[src/rtl/pix_accum_pkg.sv]
// Shared types and sizing helpers for the pixel product accumulator
// and the multiplier array top.
package pix_accum_pkg;

  typedef enum logic {
    IDLE  = 1'b0,
    ACCUM = 1'b1
  } acc_state_e;

  localparam int DEF_BIT_WIDTH  = 8;
  localparam int DEF_NUM_TERMS  = 9;
  localparam int DEF_FIFO_DEPTH = 4;

  // Widest possible window sum: n products of 2*bw bits each.
  function automatic int acc_width(input int bw, input int n);
    return 2 * bw + $clog2(n + 1);
  endfunction

endpackage

[src/rtl/pix_product_accumulator_if.sv]
// Product input, sum output and status bundle of the accumulator.
// master = multiplier/downstream side, slave = accumulator.
interface pix_product_accumulator_if
  import pix_accum_pkg::*;
#(
  parameter int BIT_WIDTH  = DEF_BIT_WIDTH,
  parameter int NUM_TERMS  = DEF_NUM_TERMS,
  parameter int FIFO_DEPTH = DEF_FIFO_DEPTH
);

  localparam int ACC_WIDTH = acc_width(BIT_WIDTH, NUM_TERMS);
  localparam int CNT_WIDTH = $clog2(FIFO_DEPTH) + 1;

  logic [2*BIT_WIDTH-1:0] i_product;
  logic                   i_product_valid;
  logic                   i_product_start;
  logic                   o_enable;
  logic [ACC_WIDTH-1:0]   o_sum;
  logic                   o_sum_valid;
  logic                   i_sum_ready;
  logic [CNT_WIDTH-1:0]   o_fifo_count;
  logic                   o_protocol_err;
  logic                   o_overflow;

  modport master (
    output i_product,
    output i_product_valid,
    output i_product_start,
    output i_sum_ready,
    input  o_enable,
    input  o_sum,
    input  o_sum_valid,
    input  o_fifo_count,
    input  o_protocol_err,
    input  o_overflow
  );

  modport slave (
    input  i_product,
    input  i_product_valid,
    input  i_product_start,
    input  i_sum_ready,
    output o_enable,
    output o_sum,
    output o_sum_valid,
    output o_fifo_count,
    output o_protocol_err,
    output o_overflow
  );

endinterface

[src/rtl/pix_sum_fifo.sv]
// Small first-word fall-through FIFO for completed window sums.
// A push into a full FIFO is accepted only when a pop frees the slot.
module pix_sum_fifo #(
  parameter int WIDTH = 20,
  parameter int DEPTH = 4
) (
  input  logic                     i_clk,
  input  logic                     i_rst,
  input  logic                     push,
  input  logic [WIDTH-1:0]         push_data,
  input  logic                     pop,
  output logic [WIDTH-1:0]         head,
  output logic                     full,
  output logic                     empty,
  output logic [$clog2(DEPTH):0]   count
);

  localparam int AW = $clog2(DEPTH);
  localparam int CW = AW + 1;

  logic [WIDTH-1:0] mem [DEPTH];
  logic [AW-1:0]    wr_ptr;
  logic [AW-1:0]    rd_ptr;
  logic [CW-1:0]    cnt_q;
  logic             do_push;
  logic             do_pop;

  assign empty   = (cnt_q == '0);
  assign full    = (cnt_q == CW'(DEPTH));
  assign do_pop  = pop & ~empty;
  assign do_push = push & (~full | do_pop);

  always_ff @(posedge i_clk) begin
    if (do_push) begin
      mem[wr_ptr] <= push_data;
    end
  end

  always_ff @(posedge i_clk) begin
    if (i_rst) begin
      wr_ptr <= '0;
      rd_ptr <= '0;
      cnt_q  <= '0;
    end else begin
      if (do_push) begin
        wr_ptr <= wr_ptr + AW'(1);
      end
      if (do_pop) begin
        rd_ptr <= rd_ptr + AW'(1);
      end
      unique case ({do_push, do_pop})
        2'b10:   cnt_q <= cnt_q + CW'(1);
        2'b01:   cnt_q <= cnt_q - CW'(1);
        default: cnt_q <= cnt_q;
      endcase
    end
  end

  assign head  = empty ? '0 : mem[rd_ptr];
  assign count = cnt_q;

endmodule

[src/rtl/pix_product_accumulator.sv]
// Sums NUM_TERMS framed products per kernel window and queues the
// completed sums for a valid/ready consumer, throttling upstream.
module pix_product_accumulator
  import pix_accum_pkg::*;
#(
  parameter int BIT_WIDTH  = DEF_BIT_WIDTH,
  parameter int NUM_TERMS  = DEF_NUM_TERMS,
  parameter int FIFO_DEPTH = DEF_FIFO_DEPTH
) (
  input  logic                 i_clk,
  input  logic                 i_rst,
  pix_product_accumulator_if.slave bus
);

  localparam int ACC_WIDTH = acc_width(BIT_WIDTH, NUM_TERMS);
  localparam int TW        = $clog2(NUM_TERMS + 1);
  localparam int CW        = $clog2(FIFO_DEPTH) + 1;

  acc_state_e           state_q;
  acc_state_e           state_d;
  logic [ACC_WIDTH-1:0] acc_q;
  logic [ACC_WIDTH-1:0] acc_d;
  logic [TW-1:0]        cnt_q;
  logic [TW-1:0]        cnt_d;
  logic                 perr_q;
  logic                 perr_d;
  logic                 ovf_q;
  logic                 en_q;
  logic                 en_d;

  logic                 push;
  logic [ACC_WIDTH-1:0] push_data;
  logic [ACC_WIDTH-1:0] prod;
  logic                 last_term;

  logic [ACC_WIDTH-1:0] head;
  logic                 full;
  logic                 empty;
  logic [CW-1:0]        fifo_cnt;
  logic [CW-1:0]        fifo_cnt_d;
  logic                 pop_ok;
  logic                 push_ok;

  assign prod      = ACC_WIDTH'(bus.i_product);
  assign last_term = (cnt_q == TW'(NUM_TERMS - 1));

  always_comb begin
    state_d   = state_q;
    acc_d     = acc_q;
    cnt_d     = cnt_q;
    perr_d    = 1'b0;
    push      = 1'b0;
    push_data = acc_q + prod;
    if (bus.i_product_valid) begin
      unique case (state_q)
        IDLE: begin
          if (!bus.i_product_start) begin
            perr_d = 1'b1;
          end else if (NUM_TERMS == 1) begin
            push      = 1'b1;
            push_data = prod;
          end else begin
            state_d = ACCUM;
            acc_d   = prod;
            cnt_d   = TW'(1);
          end
        end
        ACCUM: begin
          // A start mid-window restarts with the new term
          if (bus.i_product_start) begin
            perr_d = 1'b1;
            if (NUM_TERMS == 1) begin
              push      = 1'b1;
              push_data = prod;
              state_d   = IDLE;
              acc_d     = '0;
              cnt_d     = '0;
            end else begin
              acc_d = prod;
              cnt_d = TW'(1);
            end
          end else if (last_term) begin
            push    = 1'b1;
            state_d = IDLE;
            acc_d   = '0;
            cnt_d   = '0;
          end else begin
            acc_d = acc_q + prod;
            cnt_d = cnt_q + TW'(1);
          end
        end
        default: state_d = IDLE;
      endcase
    end
  end

  assign pop_ok  = ~empty & bus.i_sum_ready;
  assign push_ok = push & (~full | pop_ok);

  always_comb begin
    fifo_cnt_d = fifo_cnt;
    if (push_ok && !pop_ok) begin
      fifo_cnt_d = fifo_cnt + CW'(1);
    end else if (!push_ok && pop_ok) begin
      fifo_cnt_d = fifo_cnt - CW'(1);
    end
  end

  // Stall one window early so the term already in flight still fits
  assign en_d = !(((fifo_cnt_d == CW'(FIFO_DEPTH - 1)) &&
                   (cnt_d == TW'(NUM_TERMS - 1))) ||
                  (fifo_cnt_d == CW'(FIFO_DEPTH)));

  always_ff @(posedge i_clk) begin
    if (i_rst) begin
      state_q <= IDLE;
      acc_q   <= '0;
      cnt_q   <= '0;
      perr_q  <= 1'b0;
      ovf_q   <= 1'b0;
      en_q    <= 1'b1;
    end else begin
      state_q <= state_d;
      acc_q   <= acc_d;
      cnt_q   <= cnt_d;
      perr_q  <= perr_d;
      ovf_q   <= ovf_q | (push & ~push_ok);
      en_q    <= en_d;
    end
  end

  pix_sum_fifo #(
    .WIDTH (ACC_WIDTH),
    .DEPTH (FIFO_DEPTH)
  ) u_fifo (
    .i_clk     (i_clk),
    .i_rst     (i_rst),
    .push      (push),
    .push_data (push_data),
    .pop       (bus.i_sum_ready),
    .head      (head),
    .full      (full),
    .empty     (empty),
    .count     (fifo_cnt)
  );

  assign bus.o_enable       = en_q;
  assign bus.o_sum          = head;
  assign bus.o_sum_valid    = ~empty;
  assign bus.o_fifo_count   = fifo_cnt;
  assign bus.o_protocol_err = perr_q;
  assign bus.o_overflow     = ovf_q;

endmodule

[src/flat_wrapper.sv]
// flat-port wrapper written by rule: the top's interface ports become plain ports
module pix_product_accumulator_flat import pix_accum_pkg::*;
#(
  parameter int BIT_WIDTH  = DEF_BIT_WIDTH,
  parameter int NUM_TERMS  = DEF_NUM_TERMS,
  parameter int FIFO_DEPTH = DEF_FIFO_DEPTH
)
  (i_clk, i_rst, bus_i_product, bus_i_product_valid, bus_i_product_start, bus_i_sum_ready, bus_o_enable, bus_o_sum, bus_o_sum_valid, bus_o_fifo_count, bus_o_protocol_err, bus_o_overflow);
  pix_product_accumulator_if #(.BIT_WIDTH(BIT_WIDTH), .NUM_TERMS(NUM_TERMS), .FIFO_DEPTH(FIFO_DEPTH)) bus_i ();
  input  logic i_clk;
  input  logic i_rst;
  input wire logic [$bits(bus_i.i_product)-1:0] bus_i_product;
  input wire logic [$bits(bus_i.i_product_valid)-1:0] bus_i_product_valid;
  input wire logic [$bits(bus_i.i_product_start)-1:0] bus_i_product_start;
  input wire logic [$bits(bus_i.i_sum_ready)-1:0] bus_i_sum_ready;
  output wire logic [$bits(bus_i.o_enable)-1:0] bus_o_enable;
  output wire logic [$bits(bus_i.o_sum)-1:0] bus_o_sum;
  output wire logic [$bits(bus_i.o_sum_valid)-1:0] bus_o_sum_valid;
  output wire logic [$bits(bus_i.o_fifo_count)-1:0] bus_o_fifo_count;
  output wire logic [$bits(bus_i.o_protocol_err)-1:0] bus_o_protocol_err;
  output wire logic [$bits(bus_i.o_overflow)-1:0] bus_o_overflow;
  assign bus_i.i_product = bus_i_product;
  assign bus_i.i_product_valid = bus_i_product_valid;
  assign bus_i.i_product_start = bus_i_product_start;
  assign bus_i.i_sum_ready = bus_i_sum_ready;
  assign bus_o_enable = bus_i.o_enable;
  assign bus_o_sum = bus_i.o_sum;
  assign bus_o_sum_valid = bus_i.o_sum_valid;
  assign bus_o_fifo_count = bus_i.o_fifo_count;
  assign bus_o_protocol_err = bus_i.o_protocol_err;
  assign bus_o_overflow = bus_i.o_overflow;
  pix_product_accumulator #(.BIT_WIDTH(BIT_WIDTH), .NUM_TERMS(NUM_TERMS), .FIFO_DEPTH(FIFO_DEPTH)) u_core (.i_clk(i_clk), .i_rst(i_rst), .bus(bus_i));
endmodule
[config.mk]
export PLATFORM = sky130hd
export DESIGN_NAME = pix_product_accumulator_flat
export DESIGN_NICKNAME = d
export VERILOG_FILES = /design/src/rtl/pix_accum_pkg.sv /design/src/rtl/pix_product_accumulator_if.sv /design/src/rtl/pix_sum_fifo.sv /design/src/rtl/pix_product_accumulator.sv /design/src/flat_wrapper.sv
export SDC_FILE = /design/constraint.sdc
export NUM_CORES = 1
export LEC_CHECK = 0
export BUFFER_PORTS_ARGS = -buffer_cell sky130_fd_sc_hd__buf_4
export CAP_MARGIN = 10
export CORE_AREA = 2 2 110 112
export DETAILED_ROUTE_END_ITERATION = 6
export DIE_AREA = 0 0 112 114
export GPL_TIMING_DRIVEN = 0
export PLACE_DENSITY = 0.65
export SYNTH_ARGS = -nofsm -noshare
export SYNTH_HDL_FRONTEND = slang
export SYNTH_SLANG_ARGS = --single-unit
[constraint.sdc]
create_clock -name i_clk -period 2.5 [get_ports i_clk]
set_input_delay 0 -clock i_clk [delete_from_list [all_inputs] [get_ports i_clk]]
set_output_delay 0 -clock i_clk [all_outputs]
set_load 0.005 [all_outputs]
# Word level (Yosys, flattened, before mapping)
# Memories as Yosys holds them, arrays and structs flattened. A register that Yosys moved wholly into a read port is not among the register bits.
# Cells that the tools add are included.
dict set report word_totals {
  in_bits 21
  word_cells 72
  ram_bits 80
  out_inout_bits 27
  memories 1
  register_bits 35
}
dict set report op_classes {
  n_addsub 6
  mux 27
  eq_ne 8
  bitwise 10
  n_reduce_logical 11
}
# name depth width rd rd_ports_with_merged_regs write_ports line
set mem_list {}
lappend mem_list {u_core.u_fifo.mem 4 20 1 1 1 pix_sum_fifo.sv:21} ;# logic [WIDTH-1:0] mem [DEPTH];
# operator count
set op_table {}
lappend op_table {{$mux W20} 4}
lappend op_table {{$pmux W20 S2} 1}
lappend op_table {{$add A20 B16 Y20} 1}
lappend op_table {{$mux W4} 4}
lappend op_table {{$mux W1} 10}
lappend op_table {{$eq A4 B4 Y1 const B} 2}
lappend op_table {{$pmux W4 S2} 1}
lappend op_table {{$eq A3 B3 Y1 const B} 2}
lappend op_table {{$mux W3} 2}
lappend op_table {{$pmux W3 S2} 1}
lappend op_table {{$not A1 Y1} 5}
lappend op_table {{$add A2 B1 Y2 const B} 2}
lappend op_table {{$add A4 B1 Y4 const B} 1}
lappend op_table {{$mux W2} 2}
lappend op_table {{$pmux W1 S2} 2}
lappend op_table {{$add A3 B1 Y3 const B} 1}
lappend op_table {{$and A1 B1 Y1} 3}
lappend op_table {{$eq A3 B2 Y1 const B} 1}
lappend op_table {{$logic_and A1 B1 Y1} 3}
lappend op_table {{$logic_not A1 Y1} 3}
lappend op_table {{$logic_not A3 Y1} 1}
lappend op_table {{$sub A3 B1 Y3 const B} 1}
lappend op_table {{$eq A2 B1 Y1 const B} 1}
lappend op_table {{$eq A2 B2 Y1 const B} 1}
lappend op_table {{other kinds (6)} 7}

# Depth between registers and ports, before layout
dict set report logic_depth {
  ltp_word 14
  depth_mapped 11
  ltp_nobuf 11
}

# Modules after synthesis
# A second synthesis with hierarchy kept.
dict set report hier_totals {
  cells_unflattened 481
  hier_area_um2 6007.0
}
# module n_inst area_each_um2 cells_each seq_area_each_um2
set modules_own_cells {}
lappend modules_own_cells {pix_sum_fifo 1 3698.5 194 2582.5}
lappend modules_own_cells {pix_product_accumulator 1 2308.5 287 560.5}

# Worst setup path after synthesis
# OpenSTA, ideal clock, no wires.
dict set report synth_path {
  kind {reg2reg}
  start {register u_core.u_fifo.cnt_q[1], in the netlist u_core.u_fifo.count[1]}
  end {register u_core.en_q, in the netlist u_core.bus.o_enable}
  setup_ps 121
  stages_incl_launch_ff 12
  t_required_ps 2379
  path_buffers 0
  arrival_ps 2213
  period_less_slack_ps 2333
  setup_slack_ps 167
  path_cell_list {dfxtp_1 > inv_1 > ha_1 > nor2b_1 > inv_1 > nand2_1 > nor2_1 > inv_1 > ha_1 > mux2i_1 > or3_1 > mux2_2}
}
dict set report synth_via {
  elab_chain_cells 13
  elab_cells_between_ends 20
  classes_between {add/sub: 2; eq/ne: 3; mux: 2; bitwise: 5; reduce/logical: 8}
}
# element line
set synth_rtl {}
lappend synth_rtl {{from (decl)} pix_sum_fifo.sv:24} ;# logic [CW-1:0] cnt_q;
lappend synth_rtl {{from (signal assigned)} pix_sum_fifo.sv:52} ;# 2'b10: cnt_q <= cnt_q + CW'(1);
lappend synth_rtl {{from (signal assigned)} pix_sum_fifo.sv:53} ;# 2'b01: cnt_q <= cnt_q - CW'(1);
lappend synth_rtl {{from (signal assigned)} pix_sum_fifo.sv:54} ;# default: cnt_q <= cnt_q;
lappend synth_rtl {{$logic_not A3 Y1} pix_sum_fifo.sv:28} ;# assign empty = (cnt_q == '0);
lappend synth_rtl {{$not A1 Y1} pix_product_accumulator.sv:97} ;# assign pop_ok = ~empty & bus.i_sum_ready;
lappend synth_rtl {{$and A1 B1 Y1} pix_product_accumulator.sv:97}
lappend synth_rtl {{$or A1 B1 Y1} pix_product_accumulator.sv:98} ;# assign push_ok = push & (~full | pop_ok);
lappend synth_rtl {{$and A1 B1 Y1} pix_product_accumulator.sv:98}
lappend synth_rtl {{$logic_not A1 Y1} pix_product_accumulator.sv:104} ;# end else if (!push_ok && pop_ok) begin
lappend synth_rtl {{$logic_and A1 B1 Y1} pix_product_accumulator.sv:104}
lappend synth_rtl {{$mux W3} pix_product_accumulator.sv:104}
lappend synth_rtl {{$mux W3 *} pix_product_accumulator.sv:102} ;# if (push_ok && !pop_ok) begin
lappend synth_rtl {{$eq A3 B2 Y1} pix_product_accumulator.sv:110} ;# assign en_d = !(((fifo_cnt_d == CW'(FIFO_DEPTH - 1)) &&
lappend synth_rtl {{$logic_and A1 B1 Y1} pix_product_accumulator.sv:110}
lappend synth_rtl {{$logic_or A1 B1 Y1 *} pix_product_accumulator.sv:111} ;# (cnt_d == TW'(NUM_TERMS - 1))) ||
lappend synth_rtl {{$logic_not A1 Y1 *} pix_product_accumulator.sv:110}
lappend synth_rtl {{to (signal assigned)} pix_product_accumulator.sv:128} ;# en_q <= en_d;
lappend synth_rtl {{to (decl)} pix_product_accumulator.sv:28} ;# logic en_q;
# Every way passes the cells marked *; elsewhere a longest branch is shown, timed or not.
# A chain may end at the register's enable or synchronous reset.

# Final worst setup path
dict set report layout_path {
  start {register u_core.acc_q[8]}
  end {memory u_core.u_fifo.mem[1][18], data pin}
}
dict set report layout_via {
  elab_chain_cells 1
}
# element line
set layout_rtl {}
lappend layout_rtl {{from (decl)} pix_product_accumulator.sv:21} ;# logic [ACC_WIDTH-1:0] acc_q;
lappend layout_rtl {{from (signal assigned)} pix_product_accumulator.sv:117} ;# acc_q <= '0;
lappend layout_rtl {{from (signal assigned)} pix_product_accumulator.sv:124} ;# acc_q <= acc_d;
lappend layout_rtl {{$add A20 B16 Y20} pix_product_accumulator.sv:53} ;# push_data = acc_q + prod;
lappend layout_rtl {{net u_core.push_data[18]} pix_product_accumulator.sv:32} ;# logic [ACC_WIDTH-1:0] push_data;
lappend layout_rtl {{to (decl)} pix_sum_fifo.sv:21}
# The timed path passes the listed nets, and every way through them passes these cells.

==> metrics.txt <==
status=complete, no violations; Post-Syn Area=5680 um2; Rel. slew slack=0.466; TritonRoute pass-1 iters=5; xor/xnor share of the synthesized area=0.0308; CTS sink cnt=117; Gate power share=0.253; largest family of logic cells by synthesized area=simple AND/OR/NAND/NOR gates; CTS Buffer Depth=2; largest net degree at the start of global routing=21; critical path peak fanout=7; crit path DAT=between 2 and 3 ns; detailed-route via count=3894; Initial Utilization=0.485; met2 GRT Util=0.355; adder-cell share of the synthesized area=0.0670; Net Sw Power=roughly 0.0016 W; YS warnings=0; layout cells sized above 1=0.255; hold path cells=4; chip width=112 um; DRC=0; core box area=11700 um2; number of max-cap violations=0; Fin. Hold Viols=0; number of buffers added on ports=47; number of buffers created by CTS=17; RD Place Congestion=0.856; 1st-iter DRT viols=253; Netlist cell types=about 60; Fmax achieved=417 MHz; post-synthesis mux area share=0.0848; FF-to-FF Start=u_core.acc_q[8]; period utilization=0.959; register area share after synthesis=0.553; Inserted Diodes=0; minimum clock period=2.40 ns; CTS tree=built; worst hold path class=in2reg; nets=586; static leakage=around 2.6 nW; Reg power frac=0.370; syn nets=496; Row Count=40; Worst Hold Endpoint=u_core.acc_q[16]; skew final=0.00801 ns; GRT busiest layer=met2; Crit. End Element=flop; # setup viols final=0; maximum VDD drop=617 uV; Tot GR Track Use=0.206; Setup CP Type=reg2reg; initial antenna violation count=0; Clk Latency, worst-skew pair=0.41 ns; Die Area=12800 um2; Cells after Synth=between 400 and 500; clock power share=0.377; root buffer cell=clkbuf_16; switching portion of total power=0.269; Synth Area in Simple Gates=0.120; ANT nets after route=0; Synth-to-Final Area Change=25.7%; first-pass GRT wire length=20.2 mm; Ports=48; Hold Startpoint=bus_i_product_start; Reg clk slew, reported paths=0.05 ns; RSZ-0062 raised after global routing=no; WL/cell=17.8 um; H-Tree Depth=4; RR Endpoint=u_core.u_fifo.mem[1][18]; Vias/cell=5.59; Synth Register Bits=117; Cell Int Power=between 0.004 and 0.005 W; die height=114 um; leading register cell type out of synthesis=edfxtp_1; Pins Over Slew Limit=0; met1 Use GR=0.262; crit path launch type=flop; Design Power=approximately 0.006 W; vias in the first global route=3981; async set or reset register ratio after synthesis=0; hpwl dp=8.02 mm; Pwr Density=837 nW/um2; reg2reg path depth=7; reg2reg setup slack=0.10 ns; WL final=12.4 mm; setup tns final=0 ns; syn_area_per_cell=between 10 and 15 um2; Critical Path RT=2.63 ns; number of enable flip-flop cells after synthesis=80; Compound-Gate Fraction of Synth Area=0.119; Final Core Density=0.610; Least-Margin Pin Slew=0.800 ns; GRT met3 Usage=0.0499; global route overflow=0
layout make-up:
cell class / count / area, um2
Timing Repair Buffer: 71 / 578
Multi-Input combinational cell: 293 / 2540
Sequential cell: 117 / 3140
Buffer: 17 / 75.1
Clock buffer: 19 / 433
Tap cell: 147 / 184
Fill cell: 936 / 4570
Inverter: 19 / 71.3
Clock inverter: 13 / 115
cells in the mapped netlist (all sizes together) (8+ instances only):
| library cell | n | area share |
|---|---|---|
| nand2 | 21 | 0.014 |
| xnor2 | 14 | 0.022 |
| inv | 19 | 0.013 |
| edfxtp | 80 | 0.42 |
| and2 | 26 | 0.029 |
| ha | 28 | 0.062 |
| mux4 | 20 | 0.079 |
| a22oi | 10 | 0.013 |
| nor2 | 32 | 0.022 |
| a21oi | 14 | 0.012 |
| nand3 | 8 | 0.0070 |
| o21ai | 15 | 0.013 |
| clkbuf | 14 | 0.0093 |
| dfxtp | 37 | 0.13 |
kinds of logic (layout without fill, tap and decap cells):
family / Yosys count / after routing
and+or+nand+nor: 127 / 127
DFF: 117 / 117
AOI/OAI and AO/OA: 93 / 93
buffers and inverters: 36 / 139
adders and majority gates: 30 / 30
muxes: 23 / 23
xor gates and xnor gates: 20 / 20
state kept, by name, summed over array words and instances, names as in the netlist, named ones only:
register,count
u_core.cnt_q,4
u_core.state_q,1
u_core.bus.o_enable,1
u_core.u_fifo.mem,80
u_core.bus.o_protocol_err,1
u_core.bus.o_overflow,1
u_core.acc_q,20
u_core.u_fifo.rd_ptr,2
u_core.u_fifo.wr_ptr,2
u_core.u_fifo.count,3
metal layers:
metal / wire [um] / vias to the layer above
met4: 131 / 0
met1: 5530 / 1895
li1: - / 1902
met5: 0 / -
met3: 465 / 14
met2: 6260 / 83
worst max path at each step:
stage | start | to | cells past startpoint
global placement | u_core.cnt_q[0] | u_core.u_fifo.mem[2][13] | 7
global route | u_core.cnt_q[0] | u_core.u_fifo.mem[1][14] | 7
detailed placement | u_core.cnt_q[0] | u_core.u_fifo.mem[3][13] | 7
floorplan | u_core.u_fifo.count[1] | u_core.bus.o_enable | 11
finish | u_core.acc_q[8] | u_core.u_fifo.mem[1][18] | 7
CTS | u_core.cnt_q[0] | u_core.u_fifo.mem[3][11] | 7
power by group through the flow:
stage	sequential, W	clock, W	combinational, W
after global placement	0.00224	0	0.00140
after global routing	0.00222	0.00238	0.00168
final	0.00221	0.00226	0.00151
after floorplan	0.00224	0	0.000869
after CTS	0.00221	0.00227	0.00148
after detailed placement	0.00224	0	0.00143
cells in the final DEF (no fill, tap or decap), types with 5 or more instances in the layout:
cell / n
edfxtp_1: 80
buf_4: 51
dfxtp_1: 36
nor2_1: 28
ha_1: 26
and2_1: 22
mux4_2: 20
nand2_1: 19
dlygate4sd3_1: 19
inv_1: 17
clkbuf_16: 17
o21ai_0: 15
clkbuf_1: 14
a21oi_1: 13
xnor2_1: 11
a22oi_1: 10
nand3_1: 8
o2bb2ai_1: 7
a222oi_1: 7
clkinv_2: 7
xor2_1: 6
o211ai_1: 5
a211oi_1: 5
nor2b_1: 5
nor3_1: 5
per-stage QoR:
step	worst slack (ns)	hold WS, ns	std cells	cell area, um2
2_1_floorplan	0.167	0.0654	446	5680
3_3_place_gp	-0.383	0.193	640	6220
3_5_place_dp	-0.432	0.195	641	6220
4_1_cts	-0.0409	0.00569	692	7020
5_1_grt	0.00130	0.0302	696	7140
6_report	0.104	0.00256	696	7140
critical path, cell delays in order, from the launching register on:
cell	delay (ns)
dfxtp_1	0.31
ha_1	0.36
and3_1	0.20
a221o_1	0.37
nor3b_1	0.17
or3_4	0.43
o21bai_2	0.16
xnor2_2	0.12
timing repair:
action	4_1_cts	5_1_grt
hold buffers	19	0
endpoints found under the setup margin	94	159
endpoints found under the hold margin	25	0
buffers inserted	0	4
pin swaps	0	4
gates resized for setup	16	29
Power figures use the tool's default switching activity.
